**config.mk**
```make
export PLATFORM = sky130hd
export DESIGN_NAME = uart_tx_arb
export DESIGN_NICKNAME = d
export VERILOG_FILES = /design/src/rtl/uart_tx_arb_pkg.sv /design/src/rtl/uart_tx_arb_rr_pick.sv /design/src/rtl/uart_tx_arb.sv
export SDC_FILE = /design/constraint.sdc
export NUM_CORES = 1
export LEC_CHECK = 0
export CORE_ASPECT_RATIO = 0.9
export CORE_MARGIN = 2
export CORE_UTILIZATION = 25
export CTS_BUF_LIST = sky130_fd_sc_hd__clkbuf_4 sky130_fd_sc_hd__clkbuf_8 sky130_fd_sc_hd__clkbuf_16
export DETAILED_ROUTE_END_ITERATION = 6
export SYNTH_ARGS = -nofsm -noshare
export SYNTH_HDL_FRONTEND = slang
export SYNTH_SLANG_ARGS = --single-unit
```
**constraint.sdc**
```tcl
create_clock -name CLK -period 3.7 [get_ports CLK]
set_input_delay 0.925 -clock CLK [delete_from_list [all_inputs] [get_ports CLK]]
set_output_delay 0.925 -clock CLK [all_outputs]
set_load 0.01 [all_outputs]
```
**src/rtl/uart_tx_arb_pkg.sv**
```systemverilog
// Shared UART arbiter definitions: FSM encoding and default sizing.
// Reused by the RX-side controller.
package uart_tx_arb_pkg;

  localparam int UART_ARB_N    = 4;
  localparam int UART_ARB_IDXW = 2;

  typedef enum logic [1:0] {
    ST_IDLE    = 2'd0,
    ST_SEND    = 2'd1,
    ST_RELEASE = 2'd2
  } uart_arb_state_t;

endpackage

```
**src/rtl/uart_tx_arb_rr_pick.sv**
```systemverilog
// Combinational round-robin picker: first eligible index after i_last.
// Holds no state.
module rr_pick #(
  parameter int N    = 4,
  parameter int IDXW = 2
) (
  input  logic [N-1:0]    i_elig,
  input  logic [IDXW-1:0] i_last,
  output logic [IDXW-1:0] o_win,
  output logic            o_valid
);

  always_comb begin
    o_win   = '0;
    o_valid = 1'b0;
    // Offset 1..N visits last+1 first and last itself at the end.
    for (int i = 1; i <= N; i++) begin
      if (!o_valid && i_elig[(int'(i_last) + i) % N]) begin
        o_valid = 1'b1;
        o_win   = IDXW'((int'(i_last) + i) % N);
      end
    end
  end

endmodule

```
**src/rtl/uart_tx_arb.sv**
```systemverilog
// Multi-requester byte arbiter in front of uart_tx.
// Round-robin grant, optional frame lock, 4-phase start handshake.
module uart_tx_arb
  import uart_tx_arb_pkg::*;
#(
  parameter int N    = UART_ARB_N,
  parameter int IDXW = UART_ARB_IDXW
) (
  input  logic            CLK,
  input  logic            RST,
  input  logic [N-1:0]    REQ,
  input  logic [N-1:0]    LOCK,
  input  logic [8*N-1:0]  DATA,
  output logic [N-1:0]    DONE,
  output logic [IDXW-1:0] OWNER,
  output logic            BUSY,
  output logic [7:0]      TX_DATA,
  output logic            TX_START_REQ,
  input  logic            TX_START_ACK
);

  uart_arb_state_t r_state;
  logic [IDXW-1:0] r_owner;
  logic            r_lock;
  logic [7:0]      r_tx_data;
  logic            r_tx_req;
  logic [N-1:0]    r_done;
  logic            r_busy;

  logic [N-1:0]    w_own_oh;
  logic [N-1:0]    w_elig;
  logic            w_lock_eff;
  logic [IDXW-1:0] w_win;
  logic            w_valid;
  logic [7:0]      w_byte;
  logic            w_win_lock;

  always_comb begin
    w_own_oh          = '0;
    w_own_oh[r_owner] = 1'b1;
    // Lock lapses the moment the owner drops its LOCK bit.
    w_lock_eff = r_lock & LOCK[r_owner];
    w_elig     = w_lock_eff ? (REQ & w_own_oh) : REQ;
  end

  rr_pick #(
    .N    (N),
    .IDXW (IDXW)
  ) u_pick (
    .i_elig  (w_elig),
    .i_last  (r_owner),
    .o_win   (w_win),
    .o_valid (w_valid)
  );

  always_comb begin
    w_byte     = '0;
    w_win_lock = 1'b0;
    for (int k = 0; k < N; k++) begin
      if (IDXW'(k) == w_win) begin
        w_byte     = DATA[8*k +: 8];
        w_win_lock = LOCK[k];
      end
    end
  end

  always_ff @(posedge CLK or posedge RST) begin
    if (RST) begin
      r_state   <= ST_IDLE;
      r_owner   <= IDXW'(N - 1);
      r_lock    <= 1'b0;
      r_tx_data <= '0;
      r_tx_req  <= 1'b0;
      r_done    <= '0;
      r_busy    <= 1'b0;
    end else begin
      r_done <= '0;
      r_lock <= w_lock_eff;
      case (r_state)
        ST_IDLE: begin
          // A stale ACK from a previous transfer blocks any new grant.
          if (!TX_START_ACK && w_valid) begin
            r_owner   <= w_win;
            r_tx_data <= w_byte;
            r_lock    <= w_win_lock;
            r_tx_req  <= 1'b1;
            r_busy    <= 1'b1;
            r_state   <= ST_SEND;
          end
        end
        ST_SEND: begin
          if (TX_START_ACK) begin
            r_tx_req        <= 1'b0;
            r_done[r_owner] <= 1'b1;
            r_state         <= ST_RELEASE;
          end
        end
        ST_RELEASE: begin
          if (!TX_START_ACK) begin
            r_busy  <= 1'b0;
            r_state <= ST_IDLE;
          end
        end
        default: begin
          r_tx_req <= 1'b0;
          r_busy   <= 1'b0;
          r_state  <= ST_IDLE;
        end
      endcase
    end
  end

  assign DONE         = r_done;
  assign OWNER        = r_owner;
  assign BUSY         = r_busy;
  assign TX_DATA      = r_tx_data;
  assign TX_START_REQ = r_tx_req;

endmodule

```
==> summary.md, run 1 <==
| Metric | Value |
|---|---|
| Status | `completed` |
| Global route overflow | `0` |
| Clock Skew | `roughly 0.0046 ns` |
| Max frequency | `roughly 0.31 GHz` |
| Final number of max-transition violations | `0` |
| CTS tree | `yes` |
| CTS HTree Levels | `1` |
| Final worst path period share | `just under 90%` |
| Total die area | `roughly 6000 µm²` |
| Pwr dens | `around 780 nW/µm²` |
| # hold bufs at CTS | `0` |
| # resized after CTS | `0` |
| Register area share after synthesis | `between 30% and 40%` |
| Synth Area per Inst | `between 9 and 10 µm²` |
| CP Data Arrival Time | `3.41 ns` |
| Via density | `4.55` |
| CP required | `around 3.8 ns` |
| Worst slew pin tran | `a little over 0.7 ns` |
| Async SR Flop Fraction | `100%` |
| Setup TNS | `0 ns` |
| Number of post-CTS setup repair buffers | `0` |
| Latest clock arrival within the worst-skew pair | `between 0.2 and 0.3 ns` |
| Initial antenna violation count | `0` |
| Max Fanout on Critical Path | `16` |
| CTS Root Cell | `clkbuf_8` |
| Maximum root-to-sink buffer count | `2` |
| Netlist cell types | `38` |
| Hpwl dp | `roughly 2500 µm` |
| Fin nets | `between 200 and 250` |
| Number of max-cap violations | `0` |
| Residual DRC | `0` |
| Kind of critical path | `primary input to flip-flop` |
| Routed wire per std cell | `12.1 µm` |
| Startpoint types | `primary input` |
| Leading cell type in the layout, fill and taps excluded | `clkdlybuf4s50_1` |
| Total track usage | `11.2%` |
| I/O pin count | `approximately 60` |
| Number of global-route vias before repair | `about 1,100` |
| Unrepaired setup endpoints after global routing | `false` |
| Primary FF master, synth | `dfrtp_1` |
| Most frequent cells in the layout | `clkdlybuf4s50_1 (58), mux2i_1 (19), dfrtp_1 (17)` |
| WHS | `about 0.52 ns` |
| First-pass GRT wire length | `5220 µm` |
| Port Buf Inserts | `between 50 and 60` |
| Final Hold Vio Count | `0` |
| TritonCTS Buffers | `3` |
| Die W | `slightly above 80 µm` |
| Diode count | `0` |
| Total power | `0.00161 W` |
| Syn nets | `185` |
| Reg clk slew, reported paths | `about 0.070 ns` |
| Worst Hold Path Cells | `1` |
| Initial core utilization | `between 20% and 30%` |
| Antenna Nets Post-Route | `0` |
| VDD IR max | `roughly 360 µV` |
| LEAKAGE | `approximately 0.86 nW` |
| DRT iter0 DRCs | `56` |
| Reg2reg path depth | `10` |
| Max-slew headroom | `about 52%` |
| Flops & latches, synth | `19` |
| EDFF count, synth | `0` |
| Area grow syn2layout | `54.0%` |
| Layout cells sized above 1 | `between 10 and 15%` |
| Die height | `approximately 74 µm` |
| Final setup vio count | `0` |
| Cells after synthesis | `roughly 140` |
| Clk sinks | `19` |
| GPL Wtd Cong | `around 0.85` |
| DR pass1 iterations | `4` |
| Core area | `roughly 5200 µm²` |
| Crit end category | `flip-flop` |
| Synth warn | `0` |
| Largest net degree at the start of global routing | `29` |
| Final wirelength | `~3200 µm` |
| Final Cell Area | `between 2000 and 2500 µm²` |
| Vias | `approximately 1,200` |
| Mapped Area | `roughly 1300 µm²` |
| Post-layout util | `about two fifths` |
| Area after DPL | `between 2000 and 2500 µm²` |
| Min cycle time layout | `between 3 and 4 ns` |
| Site Rows | `25` |
| Hold Path Class | `flip-flop to flip-flop` |
[worst paths after layout]
kind                             from         end  slack (ns)
max                           LOCK[0]  TX_DATA[2]        0.42
min                        TX_DATA[1]  TX_DATA[1]        0.52
max reg2reg                  OWNER[0]  TX_DATA[2]        0.70
min reg2reg                TX_DATA[1]  TX_DATA[1]        0.52
max in group asynchronous         RST     DONE[0]        2.15
min in group asynchronous         RST  TX_DATA[6]        1.10
[Yosys cell counts (2+ instances only)]
cell type	count	share of area, %
mux2i_1	19	14
dfrtp_1	17	32
nor2_1	14	3.9
a221o_1	8	6.0
nand2_1	8	2.2
nor3_1	8	3.0
o21ai_0	8	3.0
inv_1	6	1.7
and2_1	5	2.3
nand2b_1	5	2.3
ha_1	4	3.7
a21oi_1	3	1.1
mux2_2	3	2.5
buf_4	2	1.1
clkbuf_1	2	0.56
dfstp_2	2	3.9
mux2i_2	2	2.0
o22ai_1	2	0.93
[report_power, final]
group,leakage [nW],internal (W),switching [W]
Combinational,0.595,0.000584,0.000503
Clock,0.0262,0.0000838,0.0000657
Sequential,0.236,0.000296,0.0000813
[logic make-up (layout without fill, tap and decap cells)]
logic type                 Yosys count  in the layout  synth area share, %
xor gates and xnor gates             1              1                0.651
DFF                                 19             19                 35.5
buffers and inverters               12             71                 4.56
muxes                               25             25                 19.8
adders and majority gates            4              4                 3.72
AOI/OAI and AO/OA                   32             32                 18.0
and+or+nand+nor                     45             45                 17.8
[stage by stage]
step / setup WS [ns] / instances
finish: 0.423 / 264
detailed placement: 0.172 / 260
floorplan: 0.719 / 138
global route: 0.285 / 264
global placement: 0.211 / 260
CTS: 0.438 / 264
[metal layers]
layer	vias up	wire length (µm)	GRT usage (%)
li1	632	-	-
met1	534	1520	15.5
met2	34	1440	16.9
met3	2	227	3.81
met4	0	17	2.26
met5	-	0	0
[registers in the layout, summed over array words and instances (netlist names)]
name          cells
TX_DATA           8
DONE              4
r_lock            1
OWNER             2
BUSY              1
TX_START_REQ      1
r_state           2
[final cells by class]
cell class,instances,area [µm²]
Clock buffer,4,48.8
Fill cell,535,3150
Inverter,6,22.5
Multi-Input combinational cell,107,810
Sequential cell,19,478
Tap cell,67,83.8
Timing Repair Buffer,61,628
[critical path, stage by stage]
cell	delay, ns
clkdlybuf4s50_1	0.43
mux2i_2	0.29
o21ai_1	0.15
o22a_2	0.26
mux2_4	0.26
and4_4	0.19
nor4_4	0.39
buf_12	0.19
nor3_1	0.05
a221o_1	0.27
Power figures use the tool's default switching activity.
==> run 2, diff against run 1 <==
GPL_ROUTABILITY_DRIVEN = 1   (was not set)
clock period = 2.8 ns   (was 3.7 ns; I/O delays follow)
==> run 2 against run 1 <==
Critical path type is now flip-flop to flip-flop. The flow now finishes with violations (setup timing). Die area is the same. Via count grew 14%. Cell area grew 18%. Global-route usage grew 1.4 points. Utilization grew 7.0 points. Clock power grew 29%.
==> summary.md, run 2 (same netlist as run 1, synthesis figures left out) <==
| Metric | Value |
|---|---|
| Status | `complete, but fails checks` |
| Failing checks | `setup timing` |
| Final wirelength | `between 3000 and 4000 µm` |
| WHS | `about 0.52 ns` |
| Latest clock arrival within the worst-skew pair | `~0.26 ns` |
| TritonCTS Buffers | `3` |
| Number of max-cap violations | `0` |
| # hold bufs at CTS | `0` |
| Pwr dens | `1180 nW/µm²` |
| Final worst slack | `-0.115 ns` |
| Kind of critical path | `flip-flop to flip-flop` |
| Fin nets | `about 270` |
| Largest register FFs | `8` |
| First-pass GRT wire length | `between 5000 and 6000 µm` |
| Min cycle time layout | `about 2.9 ns` |
| Vias | `between 1,000 and 1,500` |
| CTS Root Cell | `clkbuf_8` |
| FF+latch area | `about 480 µm²` |
| Largest net degree at the start of global routing | `28` |
| Clock Skew | `0.00452 ns` |
| Total die area | `about 6000 µm²` |
| Largest delay share family, worst path | `compound AO/OA/AOI/OAI gates` |
| Most frequent cells in the layout | `clkdlybuf4s50_1 (54), buf_4 (23), mux2i_1 (18)` |
| LEAKAGE | `slightly above 1 nW` |
| CTS tree | `yes` |
| Crit path top cell by count | `buf_4` |
| Crit end category | `flip-flop` |
| Residual DRC | `0` |
| Final number of max-transition violations | `0` |
| Diode count | `0` |
| Maximum root-to-sink buffer count | `2` |
| Multi-input logic area | `roughly 950 µm²` |
| Number of global-route vias before repair | `about 1,200` |
| Die W | `approximately 81 µm` |
| I/O pin count | `slightly below 60` |
| VDD IR max | `652 µV` |
| Crit-path slowest cell | `dfstp_2` |
| Total power | `roughly 0.0029 W` |
| Layout filler cell count | `496` |
| Max-slew headroom | `50.1%` |
| Final Hold Vio Count | `0` |
| Unrepaired setup endpoints after global routing | `true` |
| Startpoint types | `flip-flop` |
| Port Buf Inserts | `slightly below 60` |
| CP Data Arrival Time | `a little over 3 ns` |
| Area grow syn2layout | `81.2%` |
| Via density | `around 4.7` |
| Max Fanout on Critical Path | `7` |
| Total track usage | `12.6%` |
| Final worst path period share | `104%` |
| Clk sinks | `19` |
| Antenna Nets Post-Route | `0` |
| Worst slew pin tran | `0.748 ns` |
| CTS HTree Levels | `1` |
| Critical-path cell list | `inv_2, ha_1, o311ai_1, o21a_2, mux2_4, and4_4, nor4_4, buf_4, buf_4, buf_16, buf_4, a221o_1` |
| DR pass1 iterations | `4` |
| Site Rows | `25` |
| DRT iter0 DRCs | `a little under 90` |
| Hold Path Class | `flip-flop to flip-flop` |
| CP required | `about 2.9 ns` |
| Initial antenna violation count | `0` |
| Initial core utilization | `approximately a quarter` |
| Final setup vio count | `8` |
| GPL Wtd Cong | `0.843` |
| Bufs and invs on worst path | `5` |
| Die height | `approximately 74 µm` |
| Global route overflow | `0` |
| Routed wire per std cell | `around 14 µm` |
| Reg clk slew, reported paths | `around 0.070 ns` |
| Leading cell type in the layout, fill and taps excluded | `clkdlybuf4s50_1` |
| Max frequency | `approximately 0.34 GHz` |
| Hpwl dp | `between 2000 and 3000 µm` |
| Layout cells sized above 1 | `approximately 29%` |
| Critical Path Max Stage Delay | `0.59 ns` |
| Core area | `~5200 µm²` |
[run 2: changes by cell type in the layout (fill, tap and decap cells not counted), moves of 3 or more]
cell | before | now
o21ai_0 | 8 | 5
buf_4 | 1 | 23
clkdlybuf4s50_1 | 58 | 54
dlygate4sd2_1 | 0 | 4
nand2b_4 | 0 | 3
nand2b_1 | 5 | 2
[run 2: stage by stage]
| step | std cells | instance area (µm²) | util (%) | setup WS (ns) | setup TNS, ns |
|---|---|---|---|---|---|
| floorplan | 138 | 1350 | - | 0.0438 | 0 |
| global placement | 272 | 2120 | 40.7 | -0.439 | -4.14 |
| detailed placement | 272 | 2120 | 40.7 | -0.502 | -4.78 |
| CTS | 286 | 2340 | 44.7 | -0.0168 | -0.0300 |
| global route | 290 | 2440 | 46.7 | -0.182 | -1.15 |
| finish | 290 | 2440 | 46.7 | -0.115 | -0.310 |
[run 2: what timing repair did]
item / in CTS / in global routing
endpoints found under the setup margin: 9 / 10
gates resized for setup: 19 / 17
cloned: 1 / 0
pin swaps: 6 / 8
setup buffers: 9 / 4
[run 2: cell type report]
| type | count | area share [%] |
|---|---|---|
| sequential | 19 | 19.6 |
| tap | 67 | 3.44 |
| clock inverter | 1 | 0.205 |
| timing repair buffer | 87 | 35.2 |
| clock buffer | 3 | 1.69 |
| multi-input combinational | 107 | 38.9 |
| inverter | 6 | 0.924 |
[run 2: worst paths after layout]
check | to | start | cells past startpoint | slack, ns
setup / recovery | TX_DATA[4] | OWNER[1] | 12 | -0.11
hold reg to reg | TX_DATA[1] | TX_DATA[1] | 1 | 0.52
max in group asynchronous | r_lock | RST | 2 | 1.46
setup reg to reg | TX_DATA[4] | OWNER[1] | 12 | -0.11
hold / removal | TX_DATA[1] | TX_DATA[1] | 1 | 0.52
min in group asynchronous | TX_DATA[0] | RST | 2 | 0.88
[run 2: layer usage]
| layer | global-route usage (%) | vias to the layer above | part of all wire, % |
|---|---|---|---|
| met5 | 0 | - | 0 |
| met4 | 1.69 | 0 | 0.20 |
| met3 | 3.56 | 2 | 5.6 |
| met2 | 20.1 | 36 | 50 |
| met1 | 17.2 | 647 | 44 |
| li1 | - | 681 | - |
[run 2: power by group]
group	leakage (nW)	switching, W	internal (W)
sequential	0.236	0.0000808	0.000390
combinational	0.777	0.000933	0.00128
clock	0.0255	0.0000930	0.0000989
